File: src/rtl/pit_timer_pkg.sv
// Shared constants for the programmable interval timer.
// Holds the datapath width and the register-write decode offsets.
package pit_timer_pkg;

  localparam int PIT_WIDTH = 16;

  localparam logic [3:0] PIT_PRE_OFS = 4'h0;
  localparam logic [3:0] PIT_DIV_OFS = 4'h4;

endpackage

File: src/rtl/dncnt_word.sv
// Loadable down counter built as a ripple chain of per-bit cells.
// Ports: clk, resl, ld, ci, d in; q count, co = ci & (q == 0) out.
module dncnt_word
  import pit_timer_pkg::*;
#(
  parameter int WIDTH = PIT_WIDTH
) (
  input  logic             clk,
  input  logic             resl,
  input  logic             ld,
  input  logic             ci,
  input  logic [WIDTH-1:0] d,
  output logic [WIDTH-1:0] q,
  output logic             co
);

  logic [WIDTH:0]   brw;
  logic [WIDTH-1:0] nxt;

  assign brw[0] = ci;

  // A borrow ripples up through every zero bit; the final
  // borrow doubles as the underflow carry of the word.
  for (genvar i = 0; i < WIDTH; i++) begin : g_cell
    assign brw[i+1] = brw[i] & ~q[i];
    assign nxt[i]   = ld ? d[i] : (q[i] ^ brw[i]);
  end

  assign co = brw[WIDTH];

  always_ff @(posedge clk) begin
    if (!resl) q <= '0;
    else       q <= nxt;
  end

endmodule

File: src/rtl/pit_timer.sv
// Programmable interval timer: prescaler word feeding a divider word.
// Ports: pre_wr/pre_d, div_wr/div_d writes; pre_q, div_q, tick, pit_int.
module pit_timer
  import pit_timer_pkg::*;
#(
  parameter int WIDTH = PIT_WIDTH
) (
  input  logic             clk,
  input  logic             resl,
  input  logic             pre_wr,
  input  logic [WIDTH-1:0] pre_d,
  input  logic             div_wr,
  input  logic [WIDTH-1:0] div_d,
  output logic [WIDTH-1:0] pre_q,
  output logic [WIDTH-1:0] div_q,
  output logic             tick,
  output logic             pit_int
);

  logic [WIDTH-1:0] pre_rl;
  logic [WIDTH-1:0] div_rl;
  logic [WIDTH-1:0] pre_ld_d;
  logic [WIDTH-1:0] div_ld_d;
  logic             run;
  logic             pre_co;
  logic             div_co;
  logic             pre_uf;
  logic             pre_ld;
  logic             div_ld;

  assign run = |pre_rl;

  // A write replaces the reload and masks that cycle's underflow.
  assign pre_ld   = pre_wr | pre_co;
  assign pre_ld_d = pre_wr ? pre_d : pre_rl;
  assign pre_uf   = pre_co & ~pre_wr;

  assign div_ld   = div_wr | div_co;
  assign div_ld_d = div_wr ? div_d : div_rl;

  dncnt_word #(.WIDTH(WIDTH)) u_pre (
    .clk  (clk),
    .resl (resl),
    .ld   (pre_ld),
    .ci   (run),
    .d    (pre_ld_d),
    .q    (pre_q),
    .co   (pre_co)
  );

  dncnt_word #(.WIDTH(WIDTH)) u_div (
    .clk  (clk),
    .resl (resl),
    .ld   (div_ld),
    .ci   (pre_uf),
    .d    (div_ld_d),
    .q    (div_q),
    .co   (div_co)
  );

  always_ff @(posedge clk) begin
    if (!resl) begin
      pre_rl  <= '0;
      div_rl  <= '0;
      tick    <= 1'b0;
      pit_int <= 1'b0;
    end else begin
      if (pre_wr) pre_rl <= pre_d;
      if (div_wr) div_rl <= div_d;
      tick    <= pre_uf;
      pit_int <= div_co & ~div_wr;
    end
  end

endmodule

File: config.mk
export PLATFORM = sky130hd
export DESIGN_NAME = pit_timer
export DESIGN_NICKNAME = d
export VERILOG_FILES = /design/src/rtl/pit_timer_pkg.sv /design/src/rtl/dncnt_word.sv /design/src/rtl/pit_timer.sv
export SDC_FILE = /design/constraint.sdc
export NUM_CORES = 1
export LEC_CHECK = 0
export CAP_MARGIN = 40
export CORE_MARGIN = 2
export CORE_UTILIZATION = 55
export DETAILED_ROUTE_END_ITERATION = 8
export PLACE_DENSITY = 0.92
export RECOVER_POWER = 100
export SLEW_MARGIN = 0
export SYNTH_ARGS = -nofsm -noshare
export SYNTH_HDL_FRONTEND = slang
export SYNTH_SLANG_ARGS = --single-unit
File: constraint.sdc
create_clock -name clk -period 17.45 [get_ports clk]
set_input_delay 5.235 -clock clk [delete_from_list [all_inputs] [get_ports clk]]
set_output_delay 5.235 -clock clk [all_outputs]
set_load 0.05 [all_outputs]
-- Word level (Yosys, flattened, before mapping)
Cells that the tools add are included.
Widths: inputs -> output; s select.
- reduce and logical (&&, ||, !) cells: 1
- bitwise operators: 102
- mux-type cells: 34
- operators by type and width (kind ; number):
    $and 1x1->1 ; 34
    $not 1->1 ; 34
    $mux 1 ; 32
    $mux 16 ; 2
    $xor 1x1->1 ; 32
    $reduce_or 16->1 ; 1
    $or 1x1->1 ; 2
- input bits: 36
- output and inout port bits: 34
- bits in registers: 66
- logic and storage cells: 143

-- Longest topological paths before layout
- depth after elaboration: 36
- mapped depth: 39

-- Cells and area by module
A second synthesis with hierarchy kept.
- cells, all modules: 316
- area total of the unflattened synthesis: 3303.2 um^2
- modules (own cells, without submodules) (module ; cells an instance ; area an instance (um^2) ; instances):
    pit_timer ; 116 ; 1450.1 ; 1
    dncnt_word at u_pre ; 100 ; 928.4 ; 1
    dncnt_word at u_div ; 100 ; 924.6 ; 1

-- Worst setup path before layout
OpenSTA, ideal clock, no wires.
- path kind: input-to-reg
- start: input pre_wr
- end: register u_div.q[4]
- stages: 21
- required time: 17.328 ns
- slack: 8.386 ns
- setup time: 0.122 ns
- arrival time: 8.943 ns
- path through: buf_4 -> and2b_1 -> ha_1 -> ha_1 -> ha_1 -> ha_1 -> ha_1 -> ha_1 -> ha_1 -> ha_1 -> ha_1 -> ha_1 -> ha_1 -> ha_1 -> ha_1 -> ha_1 -> ha_1 -> ha_1 -> buf_6 -> and2_0 -> o311a_1
- cells in the longest elaborated chain, start to end: 20
- elaborated cells between the ends (all ways): 21
- those cells by class: mux (1); bitwise (20)
- ends and longest elaborated chain (item ; RTL line ; text):
    start, declared ; pit_timer.sv:10 ; input logic pre_wr,
    $not 1->1 (*) ; pit_timer.sv:36 ; assign pre_uf = pre_co & ~pre_wr;
    $and 1x1->1 (*) ; pit_timer.sv:36 ;
    net pre_uf ; pit_timer.sv:27 ; logic pre_uf;
    $and 1x1->1 (*) (4 in a row) ; dncnt_word.sv:25 ; assign brw[i+1] = brw[i] & ~q[i];
    $and 1x1->1 (12 in a row) ; dncnt_word.sv:25 ;
    $or 1x1->1 ; pit_timer.sv:38 ; assign div_ld = div_wr | div_co;
    $mux 1 (*) ; dncnt_word.sv:26 ; assign nxt[i] = ld ? d[i] : (q[i] ^ brw[i]);
    end signal, assigned ; dncnt_word.sv:33 ; else q <= nxt;
    end, declared ; dncnt_word.sv:13 ; output logic [WIDTH-1:0] q,
The timed path passes the listed nets; every way through them passes the cells marked *.
A chain may end at the register's enable or synchronous reset.

-- Worst setup path after layout
- start: input pre_wr
- end: register u_div.q[7]
- cells in the longest elaborated chain, start to end: 20
- elaborated cells between the ends (all ways): 21
- those cells by class: mux (1); bitwise (20)
- ends and longest elaborated chain (item ; RTL line):
    $not 1->1 (*) ; pit_timer.sv:36
    $and 1x1->1 (*) ; pit_timer.sv:36
    net pre_uf ; pit_timer.sv:27
    $and 1x1->1 (*) (7 in a row) ; dncnt_word.sv:25
    $and 1x1->1 (9 in a row) ; dncnt_word.sv:25
    $or 1x1->1 ; pit_timer.sv:38
    $mux 1 (*) ; dncnt_word.sv:26
Marks and branches as above.

==> impl_metrics.toml <==
[pwr]
p_int_uw = 283
p_clk_share_pct = 35.4
pwr-share-comb_pct = 22.0
power.density_nw_per_um2 = 91.6
switching_share_pct = 28.2
seq_power_share_pct = 42.6
p_switching_uw = 111
ir_worst_vdd_uv = 56.9
leakage_uw = 0.00191

[die]
rows = 28
boundaryPins = 70
die-area_sq_um = 6890
die_x_um = 83.0
core_sq_um = 5990
dieHeight_um = 83.0
initial_core_util_pct = 57.3

[cells_and_area]
drive_above_1_share_pct = 5.21
areaGrowthSynthToFinish_pct = 25.3
fillers = 465
post-route-util_pct = 71.8
diodes = 0
final_nets = 485

[synthesis]
synth_ff_type = "dfxtp_1"
synth_cell_types = 22
ys_top_cells_by_area = "dfxtp_1 38%, nor2b_1 13%, ha_1 12%"
yosysMostFrequentCell = "nor2b_1"
postSynth.asyncResetShare_pct = 0
netlist_instances = 357
ys_seq_area_share_pct = 38.5
synth_top_area_share_pct = 38.5
synth_top_cells_by_count = "70 x nor2b_1, 66 x dfxtp_1, 32 x ha_1, 32 x inv_1, 32 x mux2i_1"
yosysTopAreaCell = "dfxtp_1"
yosys_warnings = 0
synth-seq-cells = 66
synth-edff-count = 0
synth_fp_nets = 425
synthesis.area_sq_um = 3430
syn_area_per_cell_sq_um = 9.62

[timing]
rsz0062_at_grt = "false"
hold_viol_final = 0
fin_skew_ps = 10.7
tns_ps = 0
setup_slack_ps = 6110
fin_crit_ps = 11340
maxSlewViolCount = 83
worstMarginPinSlew_ps = 2020
setup_viol = 0
max_freq_ghz = 0.0882
period_share_pct = 65.0
maxSlewHeadroom_pct = -34.6
hold_slack_ps = 518

[critical_path]
end_kind = "flop"
worstPathArrival_ps = 11570
cp_max_fo = 39
worst_setup_path_start_kind = "input port"
critical_path_required_ps = 17680
worst-r2r-cell-count = 38
critPathKind = "in2reg"

[route]
wire_per_inst_um = 13.8
drt_pre_antenna_iters = 4
postRouteAntennaNets = 0
drt-vias-per-instance = 5.29
vias = 2629
drtIter0Drc = 111
routed_wl_um = 6850
drc = 0

[clock_tree]
cts-htree-levels = 3
cts-root-buf = "clkbuf_8"
cts.sinks = 66
ctsResizeCount = 0
ctsLongestPathBuffers = 2
cts_buffers = 9
tritoncts = "done"
postCtsHoldBufs = 0
clk_latency_ps = 350
path_clk_slew_ps = 60
postCtsSetupRepairBufs = 0

[worst_hold_path]
hold_depth = 2
hp-class = "reg2reg"

[place]
pre_cts_slack_ps = 7190
dp_hpwl_um = 4850
gp_routability_congestion = 0.740
port_buffers = 69

[run_status]
status = "finished, violations left"
violations = "capacitance limit, slew limit"

[global_routing]
groute.usage.overall_pct = 20.3
grt_max_degree = 57
grt.overflow.total = 0
grt_pass1_vias = 2552
antenna_found_initial = 0
grt_first_pass_wirelength_um = 11400

[run]
maxCapViolations = 2
[metrics by stage]
step / area (sq um) / instances / total power [uW]
after floorplan: 3430 / 357 / 231
final: 4300 / 497 / 394
after global routing: 4300 / 497 / 412
after global placement: 4060 / 478 / 257
after detailed placement: 4110 / 481 / 260
after CTS: 4320 / 497 / 400
[placed cells by master (no fill, tap or decap)]
master	instances
and2_1	3
and2b_1	1
nand2_1	1
bufinv_16	2
buf_6	1
nor2b_1	70
and2_0	11
nand4_1	1
o31ai_1	12
mux2i_1	32
nor4_1	4
clkbuf_1	7
ha_1	32
clkbuf_8	10
nor2_1	14
buf_12	1
buf_2	1
dlygate4sd3_1	35
inv_1	32
o311a_1	13
nand2b_1	15
clkdlybuf4s50_1	32
nand3_1	19
o31ai_2	7
dfxtp_1	66
[registers in the layout, indices dropped and copies added, names as in the netlist]
register and cells:
u_div.q 16, pit_int 1, tick 1, u_pre.q 16
div_rl 16, pre_rl 16
[power by group through the flow]
stage | sequential (uW) | combinational [uW] | clock (uW)
floorplan | 193 | 38.0 | 0
global placement | 171 | 85.8 | 0
detailed placement | 172 | 88.9 | 0
CTS | 168 | 89.7 | 142
global route | 169 | 94.5 | 148
finish | 168 | 86.8 | 140
[worst paths after layout]
check	startpoint	endpoint	slack, ps
max	pre_wr	u_div.q[7]	6110
min	div_rl[7]	div_rl[7]	520
max reg2reg	pre_rl[11]	u_div.q[7]	8890
min reg2reg	div_rl[7]	div_rl[7]	520
[critical path, stage by stage]
cell	delay [ps]
dlygate4sd3_1	520
clkbuf_1	1400
and2b_1	330
ha_1	180
ha_1	170
ha_1	180
ha_1	190
ha_1	190
ha_1	180
ha_1	180
ha_1	180
ha_1	190
ha_1	190
ha_1	180
ha_1	200
ha_1	190
ha_1	180
ha_1	180
ha_1	330
clkbuf_1	380
and2_0	270
o311a_1	320
[per-layer routing]
layer / global-route usage (%) / share of wire, % / vias up
li1: - / - / 1317
met1: 23.9 / 42 / 1229
met2: 34.0 / 51 / 66
met3: 4.87 / 5.1 / 17
met4: 11.2 / 2.0 / 0
met5: 0 / 0 / -
[layout make-up]
| type | count | area, sq um | area share (%) |
|---|---|---|---|
| clock inverter | 2 | 60.1 | 1.40 |
| sequential | 66 | 1320 | 30.7 |
| multi-input combinational | 235 | 1840 | 42.7 |
| tap | 75 | 93.8 | 2.18 |
| clock buffer | 14 | 153 | 3.55 |
| inverter | 32 | 120 | 2.79 |
| timing repair buffer | 73 | 718 | 16.7 |
[logic make-up (layout without fill, tap and decap cells)]
| family | count (synthesis) | count (layout) | synth area share (%) |
|---|---|---|---|
| compound gates | 32 | 32 | 8.96 |
| fa+ha+maj | 32 | 32 | 11.7 |
| buf+inv | 56 | 121 | 8.01 |
| flops | 66 | 66 | 38.5 |
| mux | 32 | 32 | 9.33 |
| simple gates | 139 | 139 | 23.6 |
Note: power is estimated with default switching activity, not from simulation.
==> variant (same settings) <==
Register the output `div_q`; this adds one clock of latency there. The other outputs are not delayed to match.
--- a/src/rtl/pit_timer.sv
+++ b/src/rtl/pit_timer.sv
@@ -18,2 +18,4 @@
 );
+
+  logic [WIDTH-1:0] div_q_d;
 
@@ -56,3 +58,3 @@
     .d    (div_ld_d),
-    .q    (div_q),
+    .q    (div_q_d),
     .co   (div_co)
@@ -74,2 +76,6 @@
 
+  always_ff @(posedge clk) begin
+    div_q <= div_q_d;
+  end
+
 endmodule
Check against the original RTL: not equivalent (Yosys sat finds a counterexample within 4 cycles, from zero or initial values).
==> variant against the original RTL <==
- the flow still finishes with violations (max-capacitance violations, max-slew violations)
- sequential power is 23% higher
- sequential cell count is 16 higher
- first-iteration DRC count is 14% higher
- non-clock buffer count stayed put
- core utilization is 3.0 points lower
- synthesized area is 9.6% higher
- final area is 7.5% higher
- power is 11% higher
- routed wire length is 4.8% higher
- worst setup slack worse by 0.044 ns
- synthesized cell count is 4.5% higher
- count of clock-buffer cells in the layout is 3 lower
- via count is 1.5% higher
- largest cell class unchanged
- highest routed layer unchanged
==> variant: results (changes against the original RTL) <==
status=finished, violations left; failing checks=max-capacitance violations, max-slew violations; Post-CTS Setup Inserts=0 (unchanged); largest net degree at the start of global routing=61 (+7.0%); Pre-antenna DRT Iters=4 (unchanged); Final #Nets=501 (+3.3%); n_diodes=0 (unchanged); Reg clk slew, reported paths=0.08 ns (+0.02 ns); Crit path arrival time=11.61 ns (+0.04 ns); Peak VDD IR=0.0583 mV (+2.5%); drt total wl=7.18 mm (+4.8%); via count=2668 (+1.5%); CP top delay family=adder cells; Post-synth top flop=dfxtp_1; CP max FO=39 (unchanged); Slew HR=-36.6% (-2.0 points); skew final=0.0158 ns (+0.00507 ns); max incr delay on CP=1.43 ns (+0.03 ns); post-synth cell types=21 (-4.5%); maximum buffer depth of the clock tree=2 (unchanged); root buf cell=clkbuf_8; GP Congestion=0.783 (+5.8%); fillers=491 (+5.6%); Syn Nets=441 (+3.8%); top cells by area, synth=dfxtp_1 44%, nor2b_1 12%, ha_1 11%, mux2i_1 8.5%, o311a_1 3.5%; Max Slew Vio Count=83 (unchanged); dpl hpwl=4.97 mm (+2.4%); Max Cap Violations=2 (unchanged); clk_lat worst skew=0.35 ns (about the same); Leak=2.05 nW (+7.0%); # port buffers=69 (unchanged); first-pass GRT wire length=12.0 mm (+5.3%); pre-CTS setup slack=7.18 ns (-0.0101 ns); Synth top cells by count=82 x dfxtp_1, 70 x nor2b_1, 32 x ha_1, 32 x inv_1, 32 x mux2i_1; register area share after synthesis=43.6% (+5.1 points); Iter 0 DRT Violations=127 (+14%); async set-reset flop share out of synthesis=0% (unchanged); number of global-route vias before repair=2577 (+0.98%); Hold Crit Class=reg -> reg; GRT Util Overall=20.3% (-0.090 points); layout cells sized above 1=5.71% (+0.49 points); Ys Warns=0 (unchanged); TritonCTS Buffers=9 (unchanged)
==> variant: cell types whose count changed after synthesis <==
cell / before / now
dfxtp_1: 66 / 82
buf_2: 12 / 11
buf_4: 5 / 6
buf_6: 4 / 5
clkbuf_2: 1 / 0
==> variant: final cells by class <==
class,count,area share (%)
flip-flops and latches,82,35.5
clock buffers,11,3.27
inverters,32,2.60
multi-input cells,235,39.6
clock inverters,5,1.30
well taps,80,2.16
repair buffers,73,15.6
==> variant: worst paths after layout <==
check / slack, ns / cells past startpoint / endpoint / from
setup reg to reg: 8.94 / 38 / u_div.q[0] / pre_rl[3]
setup / recovery: 6.07 / 22 / u_div.q[0] / pre_wr
hold / removal: 0.35 / 0 / div_q[15] / u_div.q[15]
hold reg to reg: 0.35 / 0 / div_q[15] / u_div.q[15]
==> variant: kinds of logic (layout without fill, tap and decap cells) <==
family	Yosys count	count (layout)	synth area share [%]
simple gates	139	139	21.5
fa+ha+maj	32	32	10.6
mux	32	32	8.51
buf+inv	56	121	7.55
flops	82	82	43.6
compound gates	32	32	8.18
==> variant: layer usage <==
layer  part of all wire [%]  global-route usage [%]  vias to the layer above
met3                    3.2                    4.86                        7
met1                     48                    27.4                     1257
met5                      0                       0                        -
met2                     48                    32.0                       38
met4                   0.98                    6.68                        0
li1                       -                       -                     1366
==> variant: power by group <==
part | total [mW] | switching, mW | internal (mW)
registers | 0.207 | 0.00653 | 0.200
clock network | 0.144 | 0.0693 | 0.0745
logic | 0.0878 | 0.0506 | 0.0372
total | 0.439 | 0.126 | 0.312
==> variant: per-stage QoR <==
stage,cells,cell area (µm²),hold slack (ns)
6_report,518,4630,0.346
3_3_place_gp,499,4390,0.337
3_5_place_dp,502,4440,0.337
2_1_floorplan,373,3760,0.331
4_1_cts,518,4650,0.354
5_1_grt,518,4630,0.347
